File: config.mk
export PLATFORM = sky130hd
export DESIGN_NAME = mux_rr_scheduler_flat
export DESIGN_NICKNAME = d
export VERILOG_FILES = /design/src/rtl/mux_rr_scheduler_if.sv /design/src/rtl/mux_rr_scheduler.sv /design/src/flat_wrapper.sv
export SDC_FILE = /design/constraint.sdc
export NUM_CORES = 1
export LEC_CHECK = 0
export BUFFER_PORTS_ARGS = -buffer_cell sky130_fd_sc_hd__buf_4
export CORE_UTILIZATION = 62
export CTS_CLUSTER_SIZE = 20
export DETAILED_ROUTE_END_ITERATION = 10
export HOLD_SLACK_MARGIN = 0.02
export PLACE_DENSITY = 0.85
export SYNTH_ARGS = -nofsm -noshare
export SYNTH_HDL_FRONTEND = slang
export SYNTH_SLANG_ARGS = --single-unit
File: constraint.sdc
create_clock -name clk -period 5.9 [get_ports clk]
set_clock_uncertainty 0.2 [all_clocks]
set_input_delay 0.295 -clock clk [delete_from_list [all_inputs] [get_ports clk]]
set_output_delay 0.295 -clock clk [all_outputs]
set_load 0.05 [all_outputs]
File: src/rtl/mux_rr_scheduler_if.sv
// Bundles the requester, MUX and output-port signals of the round-robin MUX scheduler.
// The master modport is the scheduler side. The slave modport is the environment side.
interface mux_rr_scheduler_if #(
  parameter int unsigned NUM_REQ  = 32,
  parameter int unsigned CHOICE_W = 5,
  parameter int unsigned DATA_W   = 5
);
  logic [NUM_REQ-1:0]  req;
  logic [NUM_REQ-1:0]  ack;
  logic [CHOICE_W-1:0] mux_choice;
  logic                mux_enable;
  logic [DATA_W-1:0]   mux_data;
  logic [DATA_W-1:0]   out_data;
  logic [CHOICE_W-1:0] out_src;
  logic                out_valid;
  logic                out_ready;
  logic                busy;

  modport master (
    input  req, mux_data, out_ready,
    output ack, mux_choice, mux_enable, out_data, out_src, out_valid, busy
  );

  modport slave (
    output req, mux_data, out_ready,
    input  ack, mux_choice, mux_enable, out_data, out_src, out_valid, busy
  );
endinterface

File: src/rtl/mux_rr_scheduler.sv
// Round-robin scheduler that sequences one shared MUX read path among NUM_REQ requesters.
// Each transfer runs IDLE -> SELECT -> STROBE -> CAPTURE -> DELIVER and ends with a one-cycle
// ack pulse to the granted requester.
module mux_rr_scheduler #(
  parameter int unsigned NUM_REQ  = 32,
  parameter int unsigned CHOICE_W = 5,
  parameter int unsigned DATA_W   = 5
) (
  input logic                 clk,
  input logic                 rst,
  mux_rr_scheduler_if.master  bus
);

  localparam logic [2:0] StIdle    = 3'd0;
  localparam logic [2:0] StSelect  = 3'd1;
  localparam logic [2:0] StStrobe  = 3'd2;
  localparam logic [2:0] StCapture = 3'd3;
  localparam logic [2:0] StDeliver = 3'd4;

  localparam logic [CHOICE_W-1:0] LastIdx = CHOICE_W'(NUM_REQ - 1);

  logic [2:0]          state_q, state_d;
  logic [CHOICE_W-1:0] ptr_q;
  logic [CHOICE_W-1:0] choice_q;
  logic [DATA_W-1:0]   data_q;
  logic [CHOICE_W-1:0] src_q;
  logic                valid_q;
  logic [NUM_REQ-1:0]  ack_q;

  logic                grant_valid;
  logic [CHOICE_W-1:0] grant_idx;

  // Pick the first pending requester, scanning upward from ptr with wrap-around.
  always_comb begin
    int unsigned         idx;
    logic [CHOICE_W-1:0] idx_c;
    grant_valid = 1'b0;
    grant_idx   = '0;
    idx         = 0;
    idx_c       = '0;
    for (int unsigned k = 0; k < NUM_REQ; k++) begin
      idx = 32'(ptr_q) + k;
      if (idx >= NUM_REQ) idx = idx - NUM_REQ;
      idx_c = CHOICE_W'(idx);
      if (!grant_valid && bus.req[idx_c]) begin
        grant_valid = 1'b1;
        grant_idx   = idx_c;
      end
    end
  end

  // Next-state logic for the transfer sequence.
  always_comb begin
    state_d = state_q;
    unique case (state_q)
      StIdle:    if (grant_valid) state_d = StSelect;
      StSelect:  state_d = StStrobe;
      StStrobe:  state_d = StCapture;
      StCapture: state_d = StDeliver;
      StDeliver: if (bus.out_ready) state_d = StIdle;
      default:   state_d = StIdle;
    endcase
  end

  // State, grant pointer and output-port registers; reset aborts any transfer in flight.
  always_ff @(posedge clk or posedge rst) begin
    if (rst) begin
      state_q  <= StIdle;
      ptr_q    <= '0;
      choice_q <= '0;
      data_q   <= '0;
      src_q    <= '0;
      valid_q  <= 1'b0;
      ack_q    <= '0;
    end else begin
      state_q <= state_d;
      ack_q   <= '0;
      // Choice moves only on IDLE->SELECT, so it is stable through the strobe.
      if (state_q == StIdle && grant_valid) begin
        choice_q <= grant_idx;
      end
      if (state_q == StCapture) begin
        data_q  <= bus.mux_data;
        src_q   <= choice_q;
        valid_q <= 1'b1;
      end
      if (state_q == StDeliver && bus.out_ready) begin
        valid_q <= 1'b0;
        ack_q   <= {{(NUM_REQ-1){1'b0}}, 1'b1} << choice_q;
        ptr_q   <= (choice_q == LastIdx) ? '0 : choice_q + 1'b1;
      end
    end
  end

  assign bus.mux_choice = choice_q;
  assign bus.mux_enable = (state_q == StStrobe);
  assign bus.out_data   = data_q;
  assign bus.out_src    = src_q;
  assign bus.out_valid  = valid_q;
  assign bus.ack        = ack_q;
  assign bus.busy       = (state_q != StIdle);

endmodule

File: src/flat_wrapper.sv
// flat-port wrapper written by rule: the top's interface ports become plain ports
module mux_rr_scheduler_flat 
#(
  parameter int unsigned NUM_REQ  = 32,
  parameter int unsigned CHOICE_W = 5,
  parameter int unsigned DATA_W   = 5
)
  (clk, rst, bus_req, bus_mux_data, bus_out_ready, bus_ack, bus_mux_choice, bus_mux_enable, bus_out_data, bus_out_src, bus_out_valid, bus_busy);
  mux_rr_scheduler_if #(.NUM_REQ(NUM_REQ), .CHOICE_W(CHOICE_W), .DATA_W(DATA_W)) bus_i ();
  input logic clk;
  input logic rst;
  input wire logic [$bits(bus_i.req)-1:0] bus_req;
  input wire logic [$bits(bus_i.mux_data)-1:0] bus_mux_data;
  input wire logic [$bits(bus_i.out_ready)-1:0] bus_out_ready;
  output wire logic [$bits(bus_i.ack)-1:0] bus_ack;
  output wire logic [$bits(bus_i.mux_choice)-1:0] bus_mux_choice;
  output wire logic [$bits(bus_i.mux_enable)-1:0] bus_mux_enable;
  output wire logic [$bits(bus_i.out_data)-1:0] bus_out_data;
  output wire logic [$bits(bus_i.out_src)-1:0] bus_out_src;
  output wire logic [$bits(bus_i.out_valid)-1:0] bus_out_valid;
  output wire logic [$bits(bus_i.busy)-1:0] bus_busy;
  assign bus_i.req = bus_req;
  assign bus_i.mux_data = bus_mux_data;
  assign bus_i.out_ready = bus_out_ready;
  assign bus_ack = bus_i.ack;
  assign bus_mux_choice = bus_i.mux_choice;
  assign bus_mux_enable = bus_i.mux_enable;
  assign bus_out_data = bus_i.out_data;
  assign bus_out_src = bus_i.out_src;
  assign bus_out_valid = bus_i.out_valid;
  assign bus_busy = bus_i.busy;
  mux_rr_scheduler #(.NUM_REQ(NUM_REQ), .CHOICE_W(CHOICE_W), .DATA_W(DATA_W)) u_core (.clk(clk), .rst(rst), .bus(bus_i));
endmodule
==> results of run 1 <==
[placed cells by master (no fill, tap or decap), types with 5 or more instances in the layout]
master,n
nand2b_1,7
o2111ai_1,8
nand3b_1,5
xnor2_1,17
ha_1,19
a21boi_0,7
and3_1,14
mux2i_1,75
a21oi_1,34
nand2_1,67
or3_1,6
nor2_1,94
nand3_1,21
buf_4,120
dfrtp_1,54
inv_1,23
or2_2,5
a211oi_1,13
o31ai_1,8
xnor2_2,5
o22a_1,5
o211ai_1,14
o22ai_1,9
mux4_2,81
nand4_1,10
a22oi_1,9
clkbuf_16,5
nor4_1,6
a21o_1,5
o21ai_0,44
nor2b_1,5
and2_1,11
a31oi_1,11
nor3_1,14
mux2_2,35
mux2_1,5
[worst reg2reg max path, stage by stage, from the launching register on]
cell	delay (ps)
dfrtp_2	470
clkinv_1	100
buf_4	250
ha_1	370
xor2_1	460
buf_4	340
mux4_2	590
mux4_2	610
inv_1	270
nor3_2	160
and4_1	380
buf_4	260
nand4b_1	150
o21ai_1	110
a2111o_1	400
o221a_1	210
[worst max path at each step]
stage                     slack, ps       startpoint                       end
after CTS                       620  u_core.ptr_q[1]  u_core.bus.mux_choice[4]
after global placement          640  u_core.ptr_q[1]  u_core.bus.mux_choice[4]
after detailed placement        630  u_core.ptr_q[1]  u_core.bus.mux_choice[0]
after floorplan                 750  u_core.ptr_q[1]  u_core.bus.mux_choice[0]
after global routing            230  u_core.ptr_q[0]  u_core.bus.mux_choice[1]
final                           470  u_core.ptr_q[1]  u_core.bus.mux_choice[4]
[cells by family after synthesis]
| family | share of synthesized area |
|---|---|
| DFF | 0.1654 |
| AOI/OAI and AO/OA | 0.1826 |
| xor gates and xnor gates | 0.03647 |
| muxes | 0.3623 |
| adders and majority gates | 0.02805 |
| and+or+nand+nor | 0.1748 |
| buffers and inverters | 0.05035 |
[cells in the mapped netlist, types with 17 or more instances]
master,instances,area share
mux2i_1,75,0.089
xnor2_1,17,0.018
clkbuf_1,25,0.011
mux4_2,81,0.22
dfrtp_1,56,0.17
a21oi_1,34,0.020
inv_1,24,0.011
nor2_1,94,0.042
o21ai_0,44,0.026
nand3_1,21,0.012
nand2_1,67,0.030
ha_1,19,0.028
mux2_2,35,0.047
[sequential cells by signal, indices dropped and copies added (netlist names)]
signal and flops:
u_core.bus.ack 32, u_core.bus.mux_choice 5, u_core.bus.out_data 5, u_core.bus.out_src 5, u_core.bus.out_valid 1, u_core.ptr_q 5
u_core.state_q 3
[per-layer routing]
| layer | global-route usage | up-vias | routed length (um) |
|---|---|---|---|
| li1 | - | 3669 | - |
| met1 | 0.5473 | 4083 | 10560 |
| met2 | 0.7262 | 735 | 14310 |
| met3 | 0.1202 | 166 | 4405 |
| met4 | 0.2326 | 0 | 2084 |
| met5 | 0 | - | 0 |
[per-stage QoR]
step                instances    util  instance area (um^2)
finish                   1146  0.7117                  9463
global route             1146  0.7117                  9463
CTS                      1146  0.7117                  9463
detailed placement       1138  0.6980                  9280
global placement         1138  0.6980                  9280
floorplan                 898       -                  8474
[area by class of cell]
| class | count | area, um^2 |
|---|---|---|
| repair buffers | 120 | 900.9 |
| well taps | 176 | 220.2 |
| inverters | 29 | 108.9 |
| clock buffers | 7 | 152.6 |
| clock inverters | 1 | 30.03 |
| fillers | 1062 | 3832 |
| flip-flops and latches | 56 | 1404 |
| multi-input cells | 757 | 6646 |
==> qor.yml, run 1 <==
grt_pass1_vias: 8189
drive_gt1_frac: 0.2876
fin_tns_setup_ps: 0
fin_nets: 1028
numCtsBuffers: 5
dieHeight_um: 118.9
die-area_um2: 14140
drt_wl_total_mm: 31.36
cp.required_ps: 5880
slew_headroom: 0.2669
cp_cell_sequence: "clkinv_1 -> buf_4 -> ha_1 -> xor2_1 -> buf_4 -> mux4_2 -> mux4_2 -> inv_1 -> nor3_2 -> and4_1 -> buf_4 -> nand4b_1 -> o21ai_1 -> a2111o_1 -> o221a_1"
whs_ps: 37.28
root_buffer: "clkbuf_16"
crit_top_cell: "buf_4"
fin_crit_sh: 0.9207
critPathArrivalTime_ps: 5410
min_from: "bus_mux_data[1]"
num_vias: 8653
cts.sinks: 56
period_needed_ps: 5432
grt.total_usage: 0.4478
dpl_worst_slack_ps: 631.2
crit_cells: 15
slowest_stage: "mux4_2"
synth_edf_count: 0
rr_worst_depth: 15
slew_viol_final: 0
rows: 42
timing.max_cap.violations: 0
die-width_um: 118.9
coreArea_um2: 13300
synth.avg_cell_area_um2: 9.437
port-buffer-count: 89
avgViaCountPerCell: 7.551
clkLatencyLatePin_ps: 300
fin_ws_ps: 467.7
r2r_start: "u_core.ptr_q[1]"
hold_viol_final: 0
synth_ff_type: "dfrtp_1"
r2r_slack_ps: 470
yosysWarnings: 0
postCtsHoldBufs: 0
cp_max_fo: 17
htree_levels: 2
finalWeightedCongestion: 1.069
antenna_found_initial: 0
first_pass_iters: 6
holdCritPathClass: "input port to flop"
crit_type: "flop to flop"
antenna_cells: 0
path_buf_inv: 5
yosysSeqAreaShare: 0.1654
cp-start-kind: "flop"
final-setup-viol-count: 0
synth_cell_types: 92
max_stage_delay_ps: 610
ios: 90
cts_tree: "yes"
clkSlewWorstSetupHoldPaths_ps: 70
grt_max_degree: 59
async_reset_ff_frac: 1.000
drc: 0
cpLargestDelayFamily: "buffers and inverters"
worst_pin_slew_ps: 1098
whs_endpoint: "u_core.bus.out_data[1]"
globalRouteOverflowTotal: 0
cts_post_setup_buffers_inserted: 0
clockBufferDepth: 2
synth.net_count: 957
wl_per_cell_um: 27.36
start_util: 0.6374
rr_endpoint: "u_core.bus.mux_choice[4]"
min_path_cells: 2
grt_pass1_wl_mm: 48.22
antenna_left: 0
end_kind: "flop"
drtIter0Drc: 1077
synthesis.area_um2: 8474
fmax_ghz: 0.1841
outcome: "finished clean"
place.detailed.hpwl_mm: 24.38
postSynthCellCount: 898
rsz0062_at_grt: "false"
synthToLayoutAreaGrowth_pct: 11.66
ys_ff_latch: 56
cts_resized: 0
Power of run 1 is left out: the tool's default activity adds up to more than one toggle a clock period on the data nets, which glitch-free logic cannot reach.
==> run 2: changes to the inputs <==
--- a/config.mk
+++ b/config.mk
@@ -5,12 +5,13 @@
 export SDC_FILE = /design/constraint.sdc
 export NUM_CORES = 1
 export LEC_CHECK = 0
+export ABC_AREA = 1
 export BUFFER_PORTS_ARGS = -buffer_cell sky130_fd_sc_hd__buf_4
-export CORE_UTILIZATION = 62
+export CORE_UTILIZATION = 59
 export CTS_CLUSTER_SIZE = 20
 export DETAILED_ROUTE_END_ITERATION = 10
 export HOLD_SLACK_MARGIN = 0.02
-export PLACE_DENSITY = 0.85
+export PLACE_DENSITY = 0.82
 export SYNTH_ARGS = -nofsm -noshare
 export SYNTH_HDL_FRONTEND = slang
 export SYNTH_SLANG_ARGS = --single-unit
==> run 2 against run 1 <==
Effect of this change:
- clock-buffer cell count down 2
- area after synthesis decreased by 26%
- synthesized cell count is 15% higher
- cell count grew 9.2%
- utilization shrank 1.4 points
- worst hold slack improved by 14 ps
- global-route usage down 2.3 points
- register-to-register slack is essentially flat
- critical path depth grew 11
- die area fell by 22%
- sequential share of layout area rose by 4.6 points
- highest routed layer unchanged
==> qor.yml, run 2 <==
hold_viol_final: 0  # unchanged
yosysMostFrequentCell: "nand2_1"  # was nor2_1
synth_cell_types: 51  # was 92
slew_viol_final: 0  # unchanged
root_buffer: "clkbuf_8"  # was clkbuf_16
grt_use_met3: 0.1248  # was 0.1202
cts.sinks: 56  # unchanged
synth_common_cells: "252 x nand2_1, 249 x nand3_1, 148 x nor2_1"  # was 94 x nor2_1, 81 x mux4_2, 75 x mux2i_1
whs_ps: 51.54  # was 37.28 ps
antenna_found_initial: 0  # unchanged
avgViaCountPerCell: 6.061  # was 7.551
grt-busiest-layer: "met2"  # unchanged
layout_common_cells: "252 x nand2_1, 249 x nand3_1, 148 x nor2_1, 107 x buf_4, 98 x inv_1"  # was 120 x buf_4, 94 x nor2_1, 81 x mux4_2, 75 x mux2i_1, 67 x nand2_1
rsz0062_at_grt: "false"  # unchanged
synth.avg_cell_area_um2: 6.103  # was 9.437 um^2
place.detailed.hpwl_mm: 18.11  # was 24.38 mm
port-buffer-count: 89  # unchanged
final_common_cell: "nand2_1"  # was buf_4
die-width_um: 105.2  # was 118.9 um
htree_levels: 2  # unchanged
crit_type: "flop to flop"  # unchanged
timing.max_cap.violations: 0  # unchanged
synth_ff_type: "dfrtp_1"  # unchanged
dpl_worst_slack_ps: 400.5  # was 631.2 ps
async_reset_ff_frac: 1.000  # unchanged
worst_pin_slew_ps: 934.8  # was 1098 ps
cp-start-kind: "flop"  # unchanged
yosysSeqAreaShare: 0.2232  # was 0.1654
dieHeight_um: 105.2  # was 118.9 um
numCtsBuffers: 5  # unchanged
drive_gt1_frac: 0.1516  # was 0.2876
cp_max_fo: 15  # was 17
fin_ws_ps: 471.6  # was 467.7 ps
cp.required_ps: 5970  # was 5880 ps
r2r_slack_ps: 470  # about the same
num_vias: 7582  # was 8653
outcome: "finished clean"  # unchanged
slew_headroom: 0.3702  # was 0.2669
synthesis.area_um2: 6280  # was 8474 um^2
synth_top_area_frac: 0.2232  # was 0.2153
clkSlewWorstSetupHoldPaths_ps: 110  # was 70 ps
grt.met2_usage: 0.6481  # was 0.7262
min_path_cells: 3  # was 2
min_from: "bus_out_ready"  # was bus_mux_data[1]
ios: 90  # unchanged
die-area_um2: 11060  # was 14140 um^2
fin_crit_sh: 0.9201  # was 0.9207
cts_tree: "yes"  # unchanged
ys_ff_latch: 56  # unchanged
antenna_cells: 0  # unchanged
first_pass_iters: 6  # unchanged
synth_largest_area_cell: "dfrtp_1"  # was mux4_2
clkLatencyLatePin_ps: 320  # was 300 ps
r2r_start: "u_core.ptr_q[2]"  # was u_core.ptr_q[1]
globalRouteOverflowTotal: 0  # unchanged
period_needed_ps: 5428  # was 5432 ps
finalWeightedCongestion: 1.087  # was 1.069
drt_wl_total_mm: 23.23  # was 31.36 mm
cts_post_setup_buffers_inserted: 0  # unchanged
fin_nets: 1173  # was 1028
drtIter0Drc: 968  # was 1077
use_met1: 0.5631  # was 0.5473
whs_endpoint: "u_core.state_q[2]"  # was u_core.bus.out_data[1]
grt_max_degree: 57  # was 59
grt_pass1_vias: 6868  # was 8189
final-setup-viol-count: 0  # unchanged
largest_register_ffs: 32  # unchanged
rows: 37  # was 42
rr_endpoint: "u_core.bus.mux_choice[0]"  # was u_core.bus.mux_choice[4]
end_kind: "flop"  # unchanged
fmax_ghz: 0.1842  # was 0.1841 GHz
synth_edf_count: 0  # unchanged
coreArea_um2: 10320  # was 13300 um^2
wl_per_cell_um: 18.57  # was 27.36 um
grt.total_usage: 0.4250  # was 0.4478
yosysWarnings: 0  # unchanged
holdCritPathClass: "input port to flop"  # unchanged
critPathArrivalTime_ps: 5490  # was 5410 ps
postSynthCellCount: 1029  # was 898
fin_tns_setup_ps: 0  # unchanged
synth.net_count: 1088  # was 957
grt_pass1_wl_mm: 35.96  # was 48.22 mm
synthToLayoutAreaGrowth_pct: 14.64  # was 11.66%
yosys-top-cells-area: "dfrtp_1 22%, nand3_1 20%, nand2_1 15%, nor2_1 8.8%, inv_1 5.9%"  # was mux4_2 22%, dfrtp_1 17%, mux2i_1 8.9%, mux2_2 4.7%, nor2_1 4.2%
antenna_left: 0  # unchanged
start_util: 0.6083  # was 0.6374
clockBufferDepth: 2  # unchanged
drc: 0  # unchanged
rr_worst_depth: 26  # was 15
run 2: cell type report:
class | count | area [um^2]
inverters | 109 | 412.9
clock inverters | 3 | 27.53
multi-input cells | 829 | 4254
well taps | 136 | 170.2
fillers | 951 | 3124
flip-flops and latches | 56 | 1403
clock buffers | 5 | 68.82
repair buffers | 113 | 863.3
run 2: how the worst max path moves through the flow:
stage,startpoint,endpoint,slack (ps),cells after the start
after floorplan,u_core.ptr_q[1],u_core.bus.mux_choice[2],890,33
after global placement,u_core.ptr_q[3],u_core.bus.mux_choice[4],530,25
after detailed placement,u_core.ptr_q[3],u_core.bus.mux_choice[3],400,26
after CTS,u_core.ptr_q[3],u_core.bus.mux_choice[3],350,26
after global routing,u_core.ptr_q[2],u_core.bus.mux_choice[0],120,26
final,u_core.ptr_q[2],u_core.bus.mux_choice[0],470,26
run 2: worst max-delay path, stage by stage (launching register included):
cell and delay [ps]:
dfrtp_1 750, inv_4 200, buf_4 240, ha_1 430
inv_1 330, nand3_1 160, nand2_1 80, nand2_1 50
nand2_1 170, nand4_4 180, nor2_8 180, nand4_4 120
nor2_4 180, nand4_4 130, nor2_4 180, nand4_4 130
nor2_4 140, nand4_4 110, nor2_4 170, nand4_4 130
nor3_1 600, inv_1 90, nand4_1 100, inv_1 70
nand4_1 80, nand3_1 90, nand2_1 60
run 2: logic make-up (layout without fill, tap and decap cells):
family | Yosys count | after routing | share of synthesized area
multiplexers | 5 | 5 | 0.008965
buffers and inverters | 144 | 230 | 0.09942
XOR/XNOR | 15 | 15 | 0.02630
flip-flops | 56 | 56 | 0.2232
adder cells (fa/ha/maj) | 19 | 19 | 0.03786
AO/OA/AOI/OAI | 68 | 68 | 0.06476
AND/OR/NAND/NOR | 722 | 722 | 0.5395
run 2: routing by layer:
layer | share of wire | wire length, um
met4 | 0.045 | 1035
met1 | 0.39 | 9101
met3 | 0.13 | 2921
met2 | 0.44 | 10170
met5 | 0 | 0
run 2: stage by stage:
stage          utilization  area (um^2)  std cells
4_1_cts             0.6972         7198       1251
5_1_grt             0.6974         7199       1251
2_1_floorplan            -         6280       1029
3_3_place_gp        0.6821         7042       1237
6_report            0.6974         7199       1251
3_5_place_dp        0.6821         7042       1237
run 2: what timing repair did:
item / in CTS / in global routing
gates resized for setup: 0 / 1
endpoints found under the hold margin: 61 / 0
setup endpoints to repair: 0 / 5
hold buffers: 6 / 0
Power of run 2 is left out for the same reason.
==> run 3: changes to the inputs <==
--- a/config.mk
+++ b/config.mk
@@ -7,11 +7,13 @@
 export LEC_CHECK = 0
 export ABC_AREA = 1
 export BUFFER_PORTS_ARGS = -buffer_cell sky130_fd_sc_hd__buf_4
-export CORE_UTILIZATION = 59
+export CELL_PAD_IN_SITES_DETAIL_PLACEMENT = 1
+export CELL_PAD_IN_SITES_GLOBAL_PLACEMENT = 2
+export CORE_UTILIZATION = 31
 export CTS_CLUSTER_SIZE = 20
 export DETAILED_ROUTE_END_ITERATION = 10
 export HOLD_SLACK_MARGIN = 0.02
-export PLACE_DENSITY = 0.82
+export PLACE_DENSITY_LB_ADDON = 0.1
 export SYNTH_ARGS = -nofsm -noshare
 export SYNTH_HDL_FRONTEND = slang
 export SYNTH_SLANG_ARGS = --single-unit
==> run 3 against run 2 <==
Effect of this change:
- fmax up 1.9%
- first-iteration DRC count is 51% lower
- largest cell class unchanged
- sequential share of layout area down 0.74 points
- global-route usage decreased by 15 points
- utilization down 32 points
- wire length grew 20%
- cell count rose by 11%
==> qor.yml, run 3 (synthesis gave the netlist of run 2 again) <==
cp-start-kind: "flop"  # unchanged
min_from: "bus_mux_data[3]"  # was bus_out_ready
fin_ws_ps: 574.6  # was 471.6 ps
whs_endpoint: "u_core.bus.out_data[3]"  # was u_core.state_q[2]
globalRouteOverflowTotal: 0  # unchanged
die-area_um2: 20830  # was 11060 um^2
hold_viol_final: 0  # unchanged
grt_pass1_vias: 7378  # was 6868
fin_tns_setup_ps: 0  # unchanged
place.detailed.hpwl_mm: 22.82  # was 18.11 mm
ios: 90  # unchanged
min_path_cells: 2  # was 3
start_util: 0.3195  # was 0.6083
drt_wl_total_mm: 27.77  # was 23.23 mm
clockBufferDepth: 2  # unchanged
finalNonFillerCells: 1386  # was 1251
rows: 51  # was 37
worst_pin_slew_ps: 999.7  # was 934.8 ps
grt_use_met3: 0.05199  # was 0.1248
period_needed_ps: 5325  # was 5428 ps
port-buffer-count: 89  # unchanged
nFillCells: 2754  # was 951
finalWeightedCongestion: 0.9385  # was 1.087
r2r_start: "u_core.ptr_q[3]"  # was u_core.ptr_q[2]
slew_headroom: 0.3265  # was 0.3702
crit_top_cell: "nand4_4"  # unchanged
slew_viol_final: 0  # unchanged
antenna_left: 0  # unchanged
grt.total_usage: 0.2790  # was 0.4250
max_stage_delay_ps: 610  # was 750 ps
antenna_cells: 0  # unchanged
holdCritPathClass: "input port to flop"  # unchanged
path_buf_inv: 3  # was 5
end_kind: "flop"  # unchanged
cts_post_setup_buffers_inserted: 0  # unchanged
fin_nets: 1179  # was 1173
rr_worst_depth: 27  # was 26
final_common_cell: "nand2_1"  # unchanged
drtIter0Drc: 474  # was 968
drc: 0  # unchanged
grt_max_degree: 57  # unchanged
root_buffer: "clkbuf_16"  # was clkbuf_8
crit_type: "flop to flop"  # unchanged
clkLatencyLatePin_ps: 300  # was 320 ps
cp_max_fo: 10  # was 15
layout_common_cells: "252 x nand2_1, 249 x nand3_1, 148 x nor2_1, 114 x buf_4, 98 x inv_1"  # was 252 x nand2_1, 249 x nand3_1, 148 x nor2_1, 107 x buf_4, 98 x inv_1
drive_gt1_frac: 0.1561  # was 0.1516
rsz0062_at_grt: "false"  # unchanged
htree_levels: 2  # unchanged
r2r_slack_ps: 570  # was 470 ps
fmax_ghz: 0.1878  # was 0.1842 GHz
final-setup-viol-count: 0  # unchanged
grt-busiest-layer: "met2"  # unchanged
dpl_worst_slack_ps: 611.9  # was 400.5 ps
slowest_stage: "dfrtp_1"  # unchanged
outcome: "finished clean"  # unchanged
synthToLayoutAreaGrowth_pct: 19.09  # was 14.64%
grt.met2_usage: 0.4375  # was 0.6481
dp.cells: 1373  # was 1237
fin_crit_sh: 0.9026  # was 0.9201
use_met1: 0.3768  # was 0.5631
largest_register_ffs: 32  # unchanged
die-width_um: 144.3  # was 105.2 um
antenna_found_initial: 0  # unchanged
cp.required_ps: 5900  # was 5970 ps
cts.sinks: 56  # unchanged
clkSlewWorstSetupHoldPaths_ps: 70  # was 110 ps
grt_pass1_wl_mm: 42.68  # was 35.96 mm
coreArea_um2: 19650  # was 10320 um^2
cpLargestDelayFamily: "simple AND/OR/NAND/NOR gates"  # unchanged
wl_per_cell_um: 20.04  # was 18.57 um
critPathArrivalTime_ps: 5330  # was 5490 ps
avgViaCountPerCell: 5.296  # was 6.061
cts_tree: "yes"  # unchanged
dieHeight_um: 144.3  # was 105.2 um
first_pass_iters: 5  # was 6
numCtsBuffers: 5  # unchanged
timing.max_cap.violations: 0  # unchanged
rr_endpoint: "u_core.bus.mux_choice[1]"  # was u_core.bus.mux_choice[0]
num_vias: 7340  # was 7582
## run 3: cell types whose count changed in the layout (fill, tap and decap cells not counted)
cell	before	now
clkinv_4	1	2
clkbuf_8	5	0
dfrtp_1	55	56
clkinvlp_4	1	0
clkbuf_16	0	5
bufinv_16	0	1
dfrtp_2	1	0
dlygate4sd3_1	6	5
inv_8	1	0
buf_4	107	114
## run 3: cell type report
cell class	count	area, um^2	area share
clock inverter	3	47.55	0.006358
inverter	109	412.9	0.05521
tap	265	331.6	0.04434
multi-input combinational	829	4254	0.5688
clock buffer	5	125.1	0.01673
sequential	56	1401	0.1874
timing repair buffer	119	905.9	0.1211
## run 3: timing repair
item / CTS / global route
hold endpoints to repair: 12 / 0
hold buffers: 5 / 0
gates resized for setup: 0 / 0
## run 3: how the worst max path moves through the flow
stage                    start                  endpoint  slack [ps]  cells past startpoint
3_3_place_gp   u_core.ptr_q[3]  u_core.bus.mux_choice[2]         640                     28
3_5_place_dp   u_core.ptr_q[0]  u_core.bus.mux_choice[1]         610                     26
2_1_floorplan  u_core.ptr_q[1]  u_core.bus.mux_choice[2]         890                     33
4_1_cts        u_core.ptr_q[0]  u_core.bus.mux_choice[2]         590                     26
6_report       u_core.ptr_q[3]  u_core.bus.mux_choice[1]         570                     27
5_1_grt        u_core.ptr_q[1]  u_core.bus.mux_choice[2]         110                     26
## run 3: metrics by stage
stage	hold slack, ps	cell area, um^2	util
floorplan	245.6	6280	-
global placement	262.0	7256	0.3692
detailed placement	280.3	7256	0.3692
CTS	20.42	7478	0.3805
global route	26.69	7478	0.3805
finish	28.02	7478	0.3805
## run 3: worst register-to-register path: cells and delay by family (launching register included)
family | cells | cell delay, ps
buffers and inverters | 3 | 870
flip-flops | 1 | 610
AND/OR/NAND/NOR | 23 | 3140
adder cells (fa/ha/maj) | 1 | 400
## run 3: metal layers
| metal | up-vias | wire length (um) |
|---|---|---|
| met4 | 2 | 947 |
| met3 | 37 | 1704 |
| li1 | 3577 | - |
| met5 | - | 71 |
| met2 | 187 | 12150 |
| met1 | 3537 | 12900 |
Power of run 3 is left out for the same reason.
